**config.mk**
```make
export PLATFORM = sky130hd
export DESIGN_NAME = calc_hist
export DESIGN_NICKNAME = d
export VERILOG_FILES = /design/src/rtl/calc_hist.sv
export SDC_FILE = /design/constraint.sdc
export NUM_CORES = 1
export LEC_CHECK = 0
export CAP_MARGIN = 5
export CORE_UTILIZATION = 60
export CTS_CLUSTER_DIAMETER = 50
export DETAILED_ROUTE_END_ITERATION = 8
export PLACE_DENSITY = 0.89
export SLEW_MARGIN = 20
export SYNTH_ARGS = -nofsm -noshare
export SYNTH_HDL_FRONTEND = slang
export SYNTH_SLANG_ARGS = --single-unit
```
**constraint.sdc**
```tcl
create_clock -name clk -period 4.72 [get_ports clk]
set_input_delay 0.944 -clock clk [delete_from_list [all_inputs] [get_ports clk]]
set_output_delay 0.944 -clock clk [all_outputs]
set_load 0.01 [all_outputs]
```
**src/rtl/calc_hist.sv**
```systemverilog
// calc_hist: button calculator with edge-detected execute, signed overflow flag and circular undo history
// Ports: clk; btnu sync active-high reset; btnd execute; btnz undo; {btnl,btnc,btnr} opcode;
//        sw operand B; led accumulator; ovf ADD/SUB signed overflow; empty no history; hist_cnt valid entries
module calc_hist #(
  parameter int WIDTH = 16,
  parameter int DEPTH = 4
) (
  input  logic                         clk,
  input  logic                         btnu,
  input  logic                         btnd,
  input  logic                         btnz,
  input  logic                         btnl,
  input  logic                         btnc,
  input  logic                         btnr,
  input  logic [WIDTH-1:0]             sw,
  output logic [WIDTH-1:0]             led,
  output logic                         ovf,
  output logic                         empty,
  output logic [$clog2(DEPTH+1)-1:0]   hist_cnt
);
  localparam int SW = $clog2(WIDTH);
  localparam int PW = $clog2(DEPTH);
  localparam int CW = $clog2(DEPTH+1);
  logic [WIDTH-1:0] acc_q, acc_d, res, sum, diff, asr;
  logic [WIDTH-1:0] hist_q [DEPTH];
  logic [PW-1:0]    wp_q, wp_d, wp_inc, wp_dec;
  logic [CW-1:0]    cnt_q, cnt_d;
  logic             ovf_q, ovf_d, ovf_res, btnd_q, btnz_q, exec, undo, do_undo, add_ov, sub_ov, lt;
  logic [2:0]       op;
  logic [SW-1:0]    sh;
  always_comb begin
    op      = {btnl, btnc, btnr};
    sh      = sw[SW-1:0];
    exec    = btnd & ~btnd_q;
    undo    = btnz & ~btnz_q;
    sum     = acc_q + sw;
    diff    = acc_q - sw;
    asr     = $signed(acc_q) >>> sh;
    lt      = $signed(acc_q) < $signed(sw);
    add_ov  = (acc_q[WIDTH-1] == sw[WIDTH-1]) & (sum[WIDTH-1] != acc_q[WIDTH-1]);
    sub_ov  = (acc_q[WIDTH-1] != sw[WIDTH-1]) & (diff[WIDTH-1] != acc_q[WIDTH-1]);
    res     = op == 3'd0 ? acc_q & sw :
              op == 3'd1 ? acc_q | sw :
              op == 3'd2 ? sum :
              op == 3'd3 ? diff :
              op == 3'd4 ? WIDTH'(lt) :
              op == 3'd5 ? acc_q << sh :
              op == 3'd6 ? asr : acc_q ^ sw;
    ovf_res = op == 3'd2 ? add_ov : op == 3'd3 ? sub_ov : 1'b0;
    wp_inc  = wp_q == PW'(DEPTH-1) ? '0 : wp_q + PW'(1);
    wp_dec  = wp_q == '0 ? PW'(DEPTH-1) : wp_q - PW'(1);
    // exec wins a same-cycle collision; the undo edge is simply dropped
    do_undo = undo & ~exec & (cnt_q != '0);
    acc_d   = exec ? res : do_undo ? hist_q[wp_dec] : acc_q;
    ovf_d   = exec ? ovf_res : do_undo ? 1'b0 : ovf_q;
    wp_d    = exec ? wp_inc : do_undo ? wp_dec : wp_q;
    cnt_d   = exec ? (cnt_q == CW'(DEPTH) ? cnt_q : cnt_q + CW'(1)) :
              do_undo ? cnt_q - CW'(1) : cnt_q;
  end
  // edge registers load the raw buttons during reset so a held button cannot fire on release
  always_ff @(posedge clk) begin
    btnd_q <= btnd;
    btnz_q <= btnz;
    if (btnu) begin
      acc_q <= '0;
      ovf_q <= 1'b0;
      wp_q  <= '0;
      cnt_q <= '0;
    end else begin
      acc_q <= acc_d;
      ovf_q <= ovf_d;
      wp_q  <= wp_d;
      cnt_q <= cnt_d;
    end
  end
  always_ff @(posedge clk)
    if (!btnu && exec) hist_q[wp_q] <= acc_q;
  assign led      = acc_q;
  assign ovf      = ovf_q;
  assign hist_cnt = cnt_q;
  assign empty    = cnt_q == '0;
endmodule

```
==> run metrics <==
# diodes=0; drt via density=7.32; Clk Latency, worst-skew pair=0.35 ns; RePlAce Congestion=1.04; die footprint=12800 um^2; Setup-failing EPs final=0; Unique masters post-synth=75; Layout Nets=866; largest net degree at the start of global routing=37; WHS Path Cells=2; initial antenna violation count=1; # IOs=44; CP Data Required Time=4.98 ns; multi-input logic area=4530 um^2; Setup CP Type=in -> reg; PwrDens=304 nW/um^2; Placed Cells incl. Taps=923; cell mode on critical path=a211oi_1; Initial Util=61.5%; number of setup buffers added after CTS=0; reg2reg end=led[13]$_SDFFE_PP0P_; CP Capture Type=register; worst hold path type=reg -> reg; first-pass GRT wire length=38.3 mm; Hold Vio Cnt, Final=0; CTS sink count=88; hold-fix buffers at CTS=0; worst vdd ir=324 uV; Max Cap Viol=0; PostCTS Resize Cnt=0; FF+latch area=2400 um^2; CTS max path bufs=2; YS warnings=0; crit path time final=3.88 ns; 1st-iter DRT viols=1004; Worst path max stage delay=0.53 ns; Setup crit start kind=input port; CTS root buffer=clkbuf_16; Post-Synthesis Cell Area=7390 um^2; TritonCTS clock tree=built; Die Height=113 um; dpl ws=0.574 ns; area grow syn2layout=11.0%; Die X=113 um; leak pwr=2.96 nW; Slowest cell on crit path=clkdlybuf4s50_1; r2r startpoint=led[8]$_SDFFE_PP0P_; Achievable Freq=258 MHz; ys async rst share=0%; Filler cells=913; Post-Syn Instances=768; number of synthesized flops with an enable pin=64; drt wl/cell=27.0 um; Fin Setup TNS=0 ns; count of final max-slew check failures=0; average size of a mapped cell=9.62 um^2; drt total wl=25.4 mm; critical path fanouts, max=6; first drt pass iteration count=6; Slew HR=39.7%; clk slew on worst S/H paths=0.06 ns; CTS H-tree depth=3; DRC Markers=0; sequential-to-total area share from yosys stat=32.5%; worst path cell trace=clkdlybuf4s50_1 > clkinv_1 > ha_1 > a211oi_1 > o21ai_1 > a211oi_1 > nor2_1 > a31oi_1 > nor3b_1 > a311oi_1 > o31ai_1; Worst Tran Pin Value=0.904 ns; GRT Total Usage=41.0%; Synth Flop Type=edfxtp_1; buffers added on ports=43; status=complete, no violations; Clock Skews=0.00908 ns; Reg2Reg Setup Slack=1.05 ns; reg2reg path depth=10; RSZ-0062 raised after global routing=no; non-filler cells, final=939; Overflow after GRT=0; layout cells sized above 1=12.2%; via count=6875; WP data arrival=4.14 ns; Worst Hold Path EP=ovf$_SDFFE_PP0P_; Cell Rows=40; synthesized net count=847; final setup margin=0.840 ns; Hold Crit Start=ovf$_SDFFE_PP0P_; FF+latch count, synth=88; Period Utilization, post-route=82.2%; post-route ant nets=0; TritonCTS Buffers=9; vias in the first global route=6586; hpwl dp=17.8 mm; CORE AREA=12000 um^2
flip-flops by register name, summed over array words and instances, names as in the netlist:
register	count
hist_q	64
led	16
btnd_q	1
hist_cnt	3
ovf	1
wp_q	2
btnz_q	1
how the worst max path moves through the flow:
stage	from	end	slack [ns]	depth (start not counted)
floorplan	sw[2]	led[14]$_SDFFE_PP0P_	0.97	13
global placement	sw[1]	ovf$_SDFFE_PP0P_	0.61	11
detailed placement	sw[1]	ovf$_SDFFE_PP0P_	0.57	11
CTS	sw[1]	ovf$_SDFFE_PP0P_	0.93	11
global route	sw[1]	ovf$_SDFFE_PP0P_	0.56	11
finish	sw[1]	ovf$_SDFFE_PP0P_	0.84	11
cells in the final DEF, fill, tap and decap left out, types with 8 or more instances in the layout:
master,n
nor2_1,70
o21ai_0,67
edfxtp_1,64
a21oi_1,55
ha_1,53
nand2_1,50
inv_1,49
clkdlybuf4s50_1,41
mux4_2,39
dfxtp_1,24
buf_4,22
mux2i_1,19
nor3_1,17
a211oi_1,16
a221oi_1,15
xnor2_1,11
or3_1,9
clkbuf_16,9
a31oi_1,8
nand3_1,8
o211ai_1,8
a311oi_1,8
metal layers:
layer	vias to the layer above	global-route usage [%]	wire length, um
li1	2960	-	-
met1	3218	54.4	9450
met2	581	63.2	11200
met3	116	8.30	3210
met4	0	22.8	1570
met5	-	0	0
cell usage after synthesis, drive strengths merged (4+ instances only):
| cell | number | share of area [%] |
|---|---|---|
| a311oi | 9 | 1.2 |
| xnor2 | 11 | 1.3 |
| a221oi | 16 | 2.0 |
| and2 | 4 | 0.34 |
| dfxtp | 24 | 6.5 |
| buf | 19 | 1.4 |
| clkbuf | 37 | 2.0 |
| nand2 | 50 | 2.5 |
| a211oi | 16 | 1.6 |
| inv | 51 | 2.6 |
| o31ai | 6 | 0.61 |
| o21ai | 70 | 4.7 |
| nand3 | 8 | 0.54 |
| nor2 | 70 | 3.6 |
| nand2b | 4 | 0.34 |
| o31a | 4 | 0.47 |
| nor2b | 7 | 0.59 |
| a21oi | 55 | 3.7 |
| nor4 | 4 | 0.34 |
| o211ai | 8 | 0.81 |
| a221o | 4 | 0.54 |
| nand4 | 4 | 0.34 |
| or3 | 9 | 0.76 |
| a31oi | 8 | 0.68 |
| a2111oi | 8 | 1.1 |
| edfxtp | 64 | 26 |
| mux4 | 39 | 12 |
| ha | 53 | 9.0 |
| mux2 | 5 | 0.76 |
| o22ai | 6 | 0.51 |
| a21o | 4 | 0.41 |
| mux2i | 19 | 2.6 |
| nor3 | 18 | 1.4 |
| a211o | 4 | 0.49 |
worst max-delay path, delay by kind of cell:
family	cells	cell delay, ns
simple gates	2	0.37
compound gates	6	1.66
buf+inv	2	0.74
fa+ha+maj	1	0.42
layout make-up:
| cell class | count | share of cell area (%) |
|---|---|---|
| Sequential cell | 88 | 29.3 |
| Multi-Input combinational cell | 571 | 55.2 |
| Timing Repair Buffer | 65 | 7.14 |
| Clock inverter | 6 | 0.809 |
| Tap cell | 147 | 2.24 |
| Inverter | 52 | 2.38 |
| Clock buffer | 10 | 2.91 |
report_power, final:
group | switching (mW) | internal [mW]
registers | 0.0838 | 0.867
logic | 0.471 | 0.332
clock network | 0.312 | 0.427
total | 0.866 | 1.63
logic make-up (layout without fill, tap and decap cells):
group / Yosys count / after routing / synth area share (%)
AO/OA/AOI/OAI: 251 / 251 / 22.7
AND/OR/NAND/NOR: 188 / 188 / 12.0
XOR/XNOR: 12 / 12 / 1.42
multiplexers: 63 / 63 / 15.2
flip-flops: 88 / 88 / 32.5
adder cells (fa/ha/maj): 57 / 57 / 9.92
buffers and inverters: 109 / 133 / 6.22
metrics by stage:
stage          instance area (um^2)  power (mW)  hold slack (ns)  utilization [%]
5_1_grt                        8200        2.57            0.577             68.3
6_report                       8200        2.49            0.519             68.3
3_5_place_dp                   7900        1.73            0.497             65.7
2_1_floorplan                  7390        1.47            0.516                -
4_1_cts                        8200        2.47            0.510             68.3
3_3_place_gp                   7900        1.72            0.504             65.7
Note: power is estimated with default switching activity, not from simulation.
